--- config.mk ---
export PLATFORM = sky130hd
export DESIGN_NAME = cpu_sequencer
export DESIGN_NICKNAME = d
export VERILOG_FILES = /design/src/rtl/cpu_sequencer.sv
export SDC_FILE = /design/constraint.sdc
export NUM_CORES = 1
export LEC_CHECK = 0
export CORE_ASPECT_RATIO = 2
export CORE_MARGIN = 2
export CORE_UTILIZATION = 51
export CTS_BUF_LIST = sky130_fd_sc_hd__clkbuf_16
export DETAILED_ROUTE_END_ITERATION = 10
export PLACE_DENSITY = 0.9
export SLEW_MARGIN = 5
export SYNTH_ARGS = -nofsm -noshare
export SYNTH_HDL_FRONTEND = slang
export SYNTH_SLANG_ARGS = --single-unit
--- constraint.sdc ---
create_clock -name clk -period 1.9 [get_ports clk]
set_input_delay 0.285 -clock clk [delete_from_list [all_inputs] [get_ports clk]]
set_output_delay 0.285 -clock clk [all_outputs]
set_load 0.02 [all_outputs]
--- src/rtl/cpu_sequencer.sv ---
// cpu_sequencer: multi-cycle control FSM for the computer datapath.
// Each instruction goes FETCH -> DECODE -> EXEC -> (MEM) -> WB. The block
// emits one-cycle strobes for IR load, PC update and register-file write,
// and runs a data-memory req/ack handshake with a wait timeout. It also
// provides run/step/halt debug control and cycle/retire counters.
//
// Ports
//   clk       in   clock, rising edge
//   rstd      in   synchronous active-high reset
//   run       in   level, free-run instructions
//   step      in   pulse, one instruction while run=0 (sampled in IDLE only)
//   opcode    in   ins[31:26] from fetch
//   dmem_ack  in   data memory completed the current request
//   ir_ld     out  FETCH strobe
//   pc_wren   out  WB strobe, commit nextpc
//   rf_wren   out  WB strobe, register write (not for stores)
//   dmem_req  out  registered data memory request, held until ack
//   dmem_we   out  registered write qualifier for dmem_req
//   halted    out  sequencer is in HALT
//   fault     out  sticky MEM timeout flag
//   state     out  IDLE=0 FETCH=1 DECODE=2 EXEC=3 MEM=4 WB=5 HALT=6
//   cycles    out  clocks spent outside IDLE/HALT
//   retired   out  completed instructions
//
// state  | meaning
// IDLE   | waiting for run or step
// FETCH  | ir_ld, opcode captured at end of cycle
// DECODE | HALT opcode detection
// EXEC   | select MEM or WB path
// MEM    | dmem_req held until ack or timeout
// WB     | pc_wren / rf_wren, retire
// HALT   | stopped until reset
module cpu_sequencer #(
  parameter logic [5:0] OP_LW   = 6'd16,
  parameter logic [5:0] OP_SW   = 6'd24,
  parameter logic [5:0] OP_HALT = 6'd63,
  parameter int         TO_W    = 4,
  parameter int         CNT_W   = 32
) (
  input  logic             clk,
  input  logic             rstd,
  input  logic             run,
  input  logic             step,
  input  logic [5:0]       opcode,
  input  logic             dmem_ack,
  output logic             ir_ld,
  output logic             pc_wren,
  output logic             rf_wren,
  output logic             dmem_req,
  output logic             dmem_we,
  output logic             halted,
  output logic             fault,
  output logic [2:0]       state,
  output logic [CNT_W-1:0] cycles,
  output logic [CNT_W-1:0] retired
);

  typedef enum logic [2:0] {
    S_IDLE   = 3'd0,
    S_FETCH  = 3'd1,
    S_DECODE = 3'd2,
    S_EXEC   = 3'd3,
    S_MEM    = 3'd4,
    S_WB     = 3'd5,
    S_HALT   = 3'd6
  } state_t;

  // wait_cnt counts MEM cycles already spent without ack; the cycle on
  // which it equals WAIT_LAST is the last one (2**TO_W-1 waits in total).
  localparam logic [TO_W-1:0] WAIT_LAST = {{(TO_W-1){1'b1}}, 1'b0};

  state_t          cur, nxt;
  logic [5:0]      op_q;
  logic [TO_W-1:0] wait_cnt;
  logic            timeout;
  logic            mem_op;

  assign mem_op = (op_q == OP_LW) || (op_q == OP_SW);

  always_comb begin
    nxt     = cur;
    timeout = 1'b0;
    case (cur)
      S_IDLE:   if (run || step) nxt = S_FETCH;
      S_FETCH:  nxt = S_DECODE;
      S_DECODE: nxt = (op_q == OP_HALT) ? S_HALT : S_EXEC;
      S_EXEC:   nxt = mem_op ? S_MEM : S_WB;
      S_MEM: begin
        // an ack on the final wait cycle takes priority over the timeout
        if (dmem_ack) begin
          nxt = S_WB;
        end else if (wait_cnt == WAIT_LAST) begin
          nxt     = S_HALT;
          timeout = 1'b1;
        end
      end
      S_WB:     nxt = run ? S_FETCH : S_IDLE;
      S_HALT:   nxt = S_HALT;
      default:  nxt = S_IDLE;
    endcase
  end

  always_ff @(posedge clk) begin
    if (rstd) begin
      cur      <= S_IDLE;
      op_q     <= 6'd0;
      wait_cnt <= '0;
      dmem_req <= 1'b0;
      dmem_we  <= 1'b0;
      fault    <= 1'b0;
      cycles   <= '0;
      retired  <= '0;
    end else begin
      cur <= nxt;
      if (cur == S_FETCH) op_q <= opcode;
      wait_cnt <= (cur == S_MEM) ? wait_cnt + TO_W'(1) : '0;
      // request registered from next state so it is high for every MEM cycle
      dmem_req <= (nxt == S_MEM);
      dmem_we  <= (nxt == S_MEM) && (op_q == OP_SW);
      if (timeout) fault <= 1'b1;
      if (cur != S_IDLE && cur != S_HALT) cycles <= cycles + CNT_W'(1);
      if (cur == S_WB) retired <= retired + CNT_W'(1);
    end
  end

  assign state   = cur;
  assign ir_ld   = (cur == S_FETCH);
  assign pc_wren = (cur == S_WB);
  assign rf_wren = (cur == S_WB) && (op_q != OP_SW);
  assign halted  = (cur == S_HALT);

endmodule

==> summary.md <==
| Metric | Value |
|---|---|
| Status | `complete, no violations` |
| Final Net Count | `559` |
| WP depth | `5` |
| Die X | `65.9 um` |
| VDD IR max | `510 uV` |
| Max stage delay cell, worst path | `dfxtp_1` |
| Area leader, netlist | `dfxtp_1` |
| Routing usage on met2 | `47.2%` |
| Antenna violations before repair | `0` |
| Total power | `3.83 mW` |
| Initial Util | `51.9%` |
| Worst Hold Class | `input port to flip-flop` |
| WL/cell | `16.9 um` |
| Seq. cell area | `1600 um2` |
| Final Hold Vio Count | `0` |
| CTS Buf Count | `9` |
| Crit share post-route | `96.6%` |
| Clock Sinks | `80` |
| R2R cell count | `5` |
| Switching share of power | `24.1%` |
| GRT Max-Usage Layer | `met2` |
| Sequential Power Share | `46.1%` |
| Vias/cell | `6.06` |
| Slew headroom | `68.6%` |
| CTS root buffer | `clkbuf_16` |
| Post-synth net total | `458` |
| Setup TNS | `0 ns` |
| Clk buf depth | `2` |
| Setup Buffers After CTS | `0` |
| Vias in the first global route | `3818` |
| Vias | `3899` |
| Ys Warns | `0` |
| Area grow syn2layout | `36.9%` |
| Post-synthesis sequential area ratio | `40.9%` |
| Finish-stage setup viols | `0` |
| Diodes inserted | `0` |
| Clock latency on the worst-skew pair | `0.33 ns` |
| Commonest non-fill, non-tap cells in the layout | `79 x dfxtp_1, 79 x clkdlybuf4s50_1, 41 x nor2_1` |
| Total gr overflow | `0` |
| CTS tree | `built` |
| Pre-Repair DR Iteration Count | `5` |
| Yosys reg bits | `80` |
| Critical path arrival | `2.05 ns` |
| Post-synth top area share | `40.9%` |
| Largest net degree at the start of global routing | `33` |
| CP top delay family | `simple AND/OR/NAND/NOR gates` |
| Fillers | `574` |
| Slew Viols, Final | `0` |
| Combinational Power Share | `11.2%` |
| ANT nets after route | `0` |
| Static leakage | `1.92 nW` |
| CP peak stage delay | `0.37 ns` |
| GPL Wtd Cong | `0.819` |
| # hold bufs at CTS | `0` |
| CP endpoint kind | `flip-flop` |
| Post-synth EDFFs | `0` |
| Footprint of the multi-input gates | `2210 um2` |
| WHS Path Cells | `2` |
| Net Sw Power | `0.921 mW` |
| Layout cells sized above 1 | `13.5%` |
| Worst-path clk slew | `0.06 ns` |
| Clock Skews | `0.00290 ns` |
| Port-buffer cells | `84` |
| M3 GR Usage | `5.97%` |
| Core Box Area | `7540 um2` |
| Minimum clock period | `1.84 ns` |
| Post-Syn Area | `3910 um2` |
| Internal | `2.91 mW` |
| Cells after synthesis | `443` |
| RSZ-0062 raised after global routing | `true` |
| # rows | `45` |
| Pwr Density | `714 nW/um2` |
| Io pins | `85` |
| Critical Path RT | `2.12 ns` |
| Share of synthesized registers carrying an async set or reset | `0%` |
| Fin util | `71.0%` |
| CP Class | `flip-flop to flip-flop` |
| Most used DFF post-synth | `dfxtp_1` |
| GRT Total Usage | `25.9%` |
| Total wire length | `10.9 mm` |
| Htree depth | `3` |
| Yosys cell types | `53` |
| Syn Area/Cell | `8.83 um2` |
| Critical-path cell list | `nand4_1, nand4bb_4, buf_12, nor4_1, mux2_1` |
| Ranking of synthesized cells by area | `dfxtp_1 41%, a21oi_1 4.9%, o31ai_1 4.6%, or4_1 4.6%, xor2_1 4.0%` |
| Grt met1 use | `26.4%` |
| Buf/Inv on CP | `1` |
| Hpwl dp | `7.56 mm` |
| Place WS | `0.0238 ns` |
| Clock network fraction of design power | `42.7%` |
| Die height | `128 um` |
| Post-route DRC | `0` |
| Setup WS post-layout | `0.0647 ns` |
| Startpoint Class | `flip-flop` |
| Initial DRC count | `294` |
| Least-Margin Pin Slew | `0.469 ns` |
| Maxcap violations | `0` |
| Max Fclk | `545 MHz` |
| Die area | `8430 um2` |
| CP max FO | `28` |
| WHS | `0.244 ns` |
| First-pass GRT wire length | `17.3 mm` |
[path summary, 6_finish.rpt]
| path | startpoint | to | slack (ns) |
|---|---|---|---|
| worst max register to register | cycles[13]$_SDFFE_PP0P_ | cycles[31]$_SDFFE_PP0P_ | 0.06 |
| worst min-delay path | rstd | cycles[23]$_SDFFE_PP0P_ | 0.24 |
| worst min register to register | fault$_SDFFE_PP0P_ | fault$_SDFFE_PP0P_ | 0.49 |
| worst max-delay path | cycles[13]$_SDFFE_PP0P_ | cycles[31]$_SDFFE_PP0P_ | 0.06 |
[kinds of logic (layout without fill, tap and decap cells)]
logic type | Yosys count | count (layout) | synth area share [%]
multiplexers | 12 | 12 | 3.26
adder cells (fa/ha/maj) | 4 | 4 | 1.28
flip-flops | 80 | 80 | 40.9
AND/OR/NAND/NOR | 190 | 191 | 28.6
XOR/XNOR | 22 | 22 | 5.40
buffers and inverters | 40 | 145 | 4.96
AO/OA/AOI/OAI | 95 | 95 | 15.5
[metrics by stage]
| stage | instance area [um2] | instances |
|---|---|---|
| 6_report | 5360 | 643 |
| 2_1_floorplan | 3910 | 443 |
| 3_5_place_dp | 4990 | 626 |
| 3_3_place_gp | 4990 | 626 |
| 4_1_cts | 5290 | 642 |
| 5_1_grt | 5360 | 643 |
[area by class of cell]
class | instances | area share, %
Sequential cell | 80 | 29.9
Multi-Input combinational cell | 324 | 41.2
Clock inverter | 7 | 1.03
Inverter | 11 | 0.771
Clock buffer | 9 | 4.20
Timing Repair Buffer | 118 | 20.7
Tap cell | 94 | 2.20
[synth_stat cells (all sizes together) (5+ instances only)]
library cell  count
o41ai             5
a21oi            38
o311ai            5
nor2             41
or3               7
mux2              6
or2               5
mux2i             6
xor2             19
and4             11
and2              8
or4              24
clkbuf           14
nand3            18
inv              11
buf              15
and3              6
o21ai            13
nand4            17
dfxtp            80
nor4              7
nand2            25
nor2b             5
o31ai            24
[power by group through the flow]
stage / logic (mW) / clock network, mW / registers [mW]
2_1_floorplan: 0.210 / 0 / 1.82
3_3_place_gp: 0.399 / 0 / 1.79
3_5_place_dp: 0.414 / 0 / 1.79
4_1_cts: 0.419 / 1.67 / 1.76
5_1_grt: 0.464 / 1.74 / 1.77
6_report: 0.427 / 1.64 / 1.76
[registers in the layout (all words and copies together), names as in the netlist]
register	count
cycles	32
retired	32
op_q	6
wait_cnt	4
state	3
dmem_req	1
dmem_we	1
fault	1
[metal layers]
| metal | part of all wire (%) | routed length (um) |
|---|---|---|
| met3 | 4.5 | 485 |
| met4 | 3.3 | 354 |
| met2 | 55 | 6010 |
| met5 | 0 | 0 |
| met1 | 37 | 4000 |
[timing repair]
item / in CTS / in global routing
pin swaps: 0 / 1
resized for setup: 9 / 18
gates cloned: 0 / 1
endpoints found under the setup margin: 8 / 25
endpoints found under the hold margin: 0 / 0
(Power assumes the default switching activity.)
